### config.mk
export PLATFORM = sky130hd
export DESIGN_NAME = multiport_regfile_ram
export DESIGN_NICKNAME = d
export VERILOG_FILES = /design/src/rtl/multiport_regfile_ram.sv
export SDC_FILE = /design/constraint.sdc
export NUM_CORES = 1
export LEC_CHECK = 0
export CAP_MARGIN = 20
export CELL_PAD_IN_SITES_DETAIL_PLACEMENT = 1
export CELL_PAD_IN_SITES_GLOBAL_PLACEMENT = 2
export CORE_ASPECT_RATIO = 0.75
export CORE_UTILIZATION = 45
export CTS_BUF_LIST = sky130_fd_sc_hd__clkbuf_2 sky130_fd_sc_hd__clkbuf_4 sky130_fd_sc_hd__clkbuf_8
export CTS_CLUSTER_DIAMETER = 50
export DETAILED_ROUTE_END_ITERATION = 16
export PLACE_DENSITY_LB_ADDON = 0.1
export RECOVER_POWER = 25
export SLEW_MARGIN = 0
export SYNTH_ARGS = -nofsm -noshare
export SYNTH_HDL_FRONTEND = slang
export SYNTH_SLANG_ARGS = --single-unit
### constraint.sdc
create_clock -name CLK -period 3.7 [get_ports CLK]
set_input_delay 0.37 -clock CLK [delete_from_list [all_inputs] [get_ports CLK]]
set_output_delay 0.37 -clock CLK [all_outputs]
set_load 0.02 [all_outputs]
### src/rtl/multiport_regfile_ram.sv
// Multi-port register file / scratch RAM: combinational reads, byte-lane writes, optional
// write-first bypass, optional hardwired-zero entry 0, and a sequenced clear sweep.
module multiport_regfile_ram #(
  parameter int DATA_W    = 16,
  parameter int ADDR_W    = 4,
  parameter int DEPTH     = 16,
  parameter int RD_PORTS  = 2,
  parameter int BYPASS    = 0,
  parameter int ZERO_REG0 = 0
) (
  input  logic                         CLK,
  input  logic                         Reset,
  input  logic                         clear,
  input  logic                         we,
  input  logic [DATA_W/8-1:0]          be,
  input  logic [ADDR_W-1:0]            write_addr,
  input  logic [DATA_W-1:0]            write_data,
  input  logic [RD_PORTS*ADDR_W-1:0]   read_addr,
  output logic [RD_PORTS*DATA_W-1:0]   read_data,
  output logic                         busy
);

  localparam int                NB    = DATA_W / 8;
  localparam logic [ADDR_W:0]   LIMIT = (ADDR_W + 1)'(DEPTH);
  localparam logic [ADDR_W-1:0] LAST  = ADDR_W'(DEPTH - 1);

  typedef enum logic {ST_CLEAR, ST_IDLE} state_t;

  state_t              r_state;
  state_t              w_state_nxt;
  logic [ADDR_W-1:0]   r_clr_ptr;
  logic [ADDR_W-1:0]   w_clr_ptr_nxt;
  logic [DATA_W-1:0]   r_mem [DEPTH];
  logic                w_busy;
  logic                w_wr_en;

  // Entries beyond DEPTH, and entry 0 when hardwired to zero, are neither written nor read.
  function automatic logic addr_ok(input logic [ADDR_W-1:0] a);
    return ({1'b0, a} < LIMIT) && !((ZERO_REG0 != 0) && (a == '0));
  endfunction

  always_ff @(posedge CLK or posedge Reset) begin
    if (Reset) begin
      r_state   <= ST_CLEAR;
      r_clr_ptr <= '0;
    end else begin
      r_state   <= w_state_nxt;
      r_clr_ptr <= w_clr_ptr_nxt;
    end
  end

  always_comb begin
    w_state_nxt   = r_state;
    w_clr_ptr_nxt = r_clr_ptr;
    if (clear) begin
      w_state_nxt   = ST_CLEAR;
      w_clr_ptr_nxt = '0;
    end else if (r_state == ST_CLEAR) begin
      w_clr_ptr_nxt = r_clr_ptr + 1'b1;
      if (r_clr_ptr == LAST) begin
        w_state_nxt = ST_IDLE;
      end
    end
  end

  assign w_busy  = (r_state == ST_CLEAR);
  assign busy    = w_busy;
  assign w_wr_en = !w_busy && !clear && we && addr_ok(write_addr);

  // Array has no reset; the sweep is what makes it defined.
  always_ff @(posedge CLK) begin
    if (!clear && w_busy) begin
      r_mem[r_clr_ptr] <= '0;
    end else if (w_wr_en) begin
      for (int k = 0; k < NB; k++) begin
        if (be[k]) begin
          r_mem[write_addr][8*k +: 8] <= write_data[8*k +: 8];
        end
      end
    end
  end

  for (genvar p = 0; p < RD_PORTS; p++) begin : g_rd
    logic [ADDR_W-1:0] w_ra;
    logic [DATA_W-1:0] w_word;

    assign w_ra = read_addr[p*ADDR_W +: ADDR_W];

    always_comb begin
      w_word = '0;
      if (!w_busy && addr_ok(w_ra)) begin
        w_word = r_mem[w_ra];
        if ((BYPASS != 0) && w_wr_en && (w_ra == write_addr)) begin
          for (int k = 0; k < NB; k++) begin
            if (be[k]) begin
              w_word[8*k +: 8] = write_data[8*k +: 8];
            end
          end
        end
      end
    end

    assign read_data[p*DATA_W +: DATA_W] = w_word;
  end

endmodule
-- Word level (Yosys, flattened, before mapping)
Memories as Yosys holds them, arrays and structs flattened.
Index checks and enable logic that the tools add are counted.
W data, S select, Z words.
- bits in registers: 5
- bits in writable memories: 256
- word-level logic and storage cells: 32
- memories: 1
- memories (memory ; words ; width ; read ports ; clocked after memory_dff ; wr ports ; RTL line ; source):
    r_mem ; 16 ; 16 ; 2 ; 0 ; 1 ; 33 ; logic [DATA_W-1:0] r_mem [DEPTH];
- add/sub/neg operators: 1
- equality and inequality tests: 2
- multiplexer cells: 20
- bitwise logic cells: 1
- reduce and logical (&&, ||, !) cells: 5
- operator list (operator ; count):
    $mux W16 ; 3
    $reduce_or A16 Y1 ; 1
    $mux W1 ; 13
    $mux W4 ; 3
    $add A4 B1 Y4 const B ; 1
    $eq A4 B4 Y1 const B ; 1
    $logic_and A1 B1 Y1 ; 3
    $mux W2 ; 1
    $ne A2 B2 Y1 const B ; 1
    $logic_not A1 Y1 ; 1
    $not A1 Y1 ; 1

-- Logic depth before layout (Yosys ltp)
- depth in word-level cells: 8
- gate-level depth with buffers: 8
- mapped depth without buffers: 4

-- Worst setup path after synthesis
OpenSTA, ideal clock, no wires.
- kind: register to register
- start: reg r_state
- end: mem r_mem[11][0], enable pin
- data arrival time: 2005 ps
- data required time: 3317 ps
- setup slack: 1311 ps
- cell stages (with the launch flop): 7
- clock period less this slack: 2389 ps
- cells stage by stage: dfrtp_1 buf_2 o211ai_1 nor2_4 buf_4 mux2_4 nor3_1
- cells in the longest elaborated chain, start to end: 7
- ends and longest elaborated chain (element ; RTL line ; source):
    from (decl) ; 29 ; state_t r_state;
    from (signal assigned) ; 47 ; r_state <= w_state_nxt;
    $logic_and A1 B1 Y1 (2 in series) ; 68 ; assign w_wr_en = !w_busy && !clear && we && addr_ok(write_addr);
    $mux W1 ; 74 ; end else if (w_wr_en) begin
    $mux W1 ; 72 ; if (!clear && w_busy) begin
    $mux W1 (implied by the code) ; 77 ; r_mem[write_addr][8*k +: 8] <= write_data[8*k +: 8];
    $reduce_or A16 Y1 (no source line) ; n/a ;
    $mux W4 (no source line) or $mux W2 (tied branches) ; n/a ;
    to (decl) ; 33 ;
Several ways; a longest one is shown, not always the timed one.

-- Final worst setup path
- start: in read_addr[1]
- end: out read_data[13]
- cells in the longest elaborated chain, start to end: 2
- ends and longest elaborated chain (element ; RTL line ; source):
    from (decl) ; 18 ; input logic [RD_PORTS*ADDR_W-1:0] read_addr,
    $mem_v2 Z16 W16 ; n/a ;
    $mux W16 ; 91 ; if (!w_busy && addr_ok(w_ra)) begin
    to (decl) ; 19 ; output logic [RD_PORTS*DATA_W-1:0] read_data,
Every way passes these cells.

==> impl_results.md <==
- Status: complete, no violations
- Sequential area share after synthesis: 60.57%
- Area of the mapped netlist: 0.01290 sq mm
- DR pass1 iterations: 5
- Multi-input logic area: 0.004628 sq mm
- Critical path arrival: 3.24 ns
- Total Routing Usage GR: 28.31%
- Hold slack: 0.1665 ns
- CTS tree: built
- Required time of the critical path: 3.33 ns
- Grt total ovfl: 0
- CTS max path bufs: 3
- Resized Gates After CTS: 0
- Net Count, Synth: 880
- Clk Latency, worst-skew pair: 0.55 ns
- Cts hold-fix bufs: 0
- Max VDD drop: 0.3109 mV
- Final Skew: 0.02137 ns
- Period minus WS final: 3.609 ns
- Critical path class: primary input to primary output
- Tightest Pin Transition: 1.070 ns
- DRC errors left: 0
- Placer Congestion: 0.8774
- FF+latch area: 0.007812 sq mm
- Nets: 990
- Initial antenna violation count: 3
- Clock-pin slew on the worst setup and hold paths: 0.06 ns
- Setup bufs post-CTS: 0
- Routed len/inst: 29.45 um
- DRT iter0 DRCs: 879
- DIE AREA: 0.02935 sq mm
- Worst rel slew slack: 28.65%
- Vias in the first global route: 8,839
- Vias per cell: 6.137
- CP Max Fanout: 19
- Placed Instances: 1,293
- Synth Warn #: 0
- Post-route ant nets: 0
- Yosys cell types: 38
- Crit. End Element: primary output
- Max-slew violations: 0
- Core area: 0.02812 sq mm
- Total negative slack: 0 ns
- Final period utilization: 97.53%
- Mapped Cells: 845
- Die width: 197.5 um
- Number of cell rows: 53
- Clock sink count: 261
- Final Non-Filler Cells: 1,373
- Initial Util: 45.87%
- Largest net degree at the start of global routing: 37
- Peak Freq: 277.1 MHz
- Fill count: 2,728
- Area delta synth->final: 16.16%
- Vias: 8,426
- Syn avg cell area: 15.26 sq um
- Pwr per Cell Area: 424.5 mW/mm^2
- Htree depth: 2
- Final setup fails: 0
- Antenna diodes: 0
- Share of layout cells above drive strength 1: 17.91%
- Max-cap violations: 0
- Global-route wire length before repair: 59,090 um
- Critical path launch point type: primary input
- Chip Height: 148.6 um
- Total Routed Length: 40,430 um
- RSZ-0062 raised after global routing: false
- Worst Hold Class: primary input to asynchronous set/reset pin
- Clock root buffer: clkbuf_8
- Boundary pin count: 67
- Leak: 0.005761 uW
- Final hold vios: 0
- Synth Register Bits: 261
- PortBufs: 66
- Total clock buffers created by CTS: 45
- HPWL after detailed placement: 28,370 um
## kinds of logic after synthesis
family | after synthesis | synth area share [%]
muxes | 218 | 22.03
AOI/OAI and AO/OA | 124 | 6.703
DFF | 261 | 60.57
and+or+nand+nor | 173 | 6.771
buffers and inverters | 65 | 3.628
adders and majority gates | 1 | 0.09699
xor gates and xnor gates | 3 | 0.2037
## flip-flops by register name, summed over array words and instances (netlist names)
name	flops
r_clr_ptr	4
r_state	1
r_mem	256
## report_power, final
group	switching, uW	internal [uW]
Combinational	288	202
Clock	1190	1430
Sequential	18.3	3240
Total	1490	4870
## Yosys cell counts, drive strengths merged
cell type / instances / area [sq um]
a211oi: 4 / 30.03
a21o: 2 / 15.01
a21oi: 9 / 45.04
a221oi: 11 / 96.34
a22oi: 65 / 488.0
and2: 19 / 118.9
buf: 39 / 369.1
clkbuf: 24 / 91.33
dfrtp: 5 / 125.1
edfxtp: 256 / 7687
ha: 1 / 12.51
inv: 2 / 7.510
mux2: 2 / 26.27
mux2i: 168 / 1689
mux4: 48 / 1126
nand2: 43 / 161.4
nand2b: 23 / 143.9
nand3: 29 / 145.1
nand4: 1 / 6.260
nor2: 13 / 56.30
nor2b: 13 / 81.33
nor3: 32 / 160.2
o211ai: 9 / 67.56
o21ai: 23 / 115.1
o31ai: 1 / 7.510
xnor2: 1 / 8.760
xor2: 2 / 17.52
## through the flow
step | total power [uW] | area [sq um] | setup WS [ns] | util (%)
after floorplan | 3629 | 12900 | 1.311 | -
after global placement | 3787 | 14100 | 0.1844 | 50.15
after detailed placement | 3801 | 14100 | 0.1866 | 50.15
after CTS | 6397 | 14980 | 0.1076 | 53.29
after global routing | 6546 | 14980 | 0.003440 | 53.29
final | 6361 | 14980 | 0.09131 | 53.29
## final timing paths
check / startpoint / end / slack, ns / depth (start not counted)
setup / recovery: read_addr[1] / read_data[13] / 0.09 / 7
hold / removal: Reset / r_clr_ptr[2] / 0.17 / 2
setup reg to reg: r_state / r_mem[1][4] / 0.82 / 5
hold reg to reg: r_clr_ptr[3] / r_clr_ptr[3] / 0.65 / 2
max in group asynchronous: Reset / r_clr_ptr[1] / 3.36 / 2
min in group CLK: clear / r_clr_ptr[2] / 0.61 / 2
## area by class of cell
cell class              count  share of cell area, %
repair buffers            126                  7.816
inverters                   2                0.05010
multi-input cells         519                  30.89
well taps                 385                  3.215
clock buffers              58                  4.868
flip-flops and latches    261                  52.14
clock inverters            22                  1.019
## placed cells by master, fill, tap and decap left out, drive strengths merged, types with 5 or more instances in the layout
cell           count
mux2i            168
nor2              13
nor2b             13
clkbuf            58
a221oi            11
nand2b            23
mux4              48
nor3              32
o211ai             9
nand3             29
nand2             43
and2              19
buf               63
a21oi              9
clkinv            18
clkdlybuf4s50     62
o21ai             23
edfxtp           256
a22oi             65
dfrtp              5
## layer usage
layer,part of all wire [%],track usage [%],vias to the layer above
met4,1.3,6.047,4
met1,47,43.33,4381
li1,-,-,3620
met2,43,40.53,369
met3,8.8,7.098,52
met5,0.057,0,-
## critical path, cell delays in order
cell	delay, ns
clkdlybuf4s50_1	0.54
buf_4	0.37
nor2b_1	0.75
a22oi_1	0.36
nand2_1	0.15
a21oi_1	0.10
clkdlybuf4s50_1	0.58
Note: power is estimated with default switching activity, not from simulation.
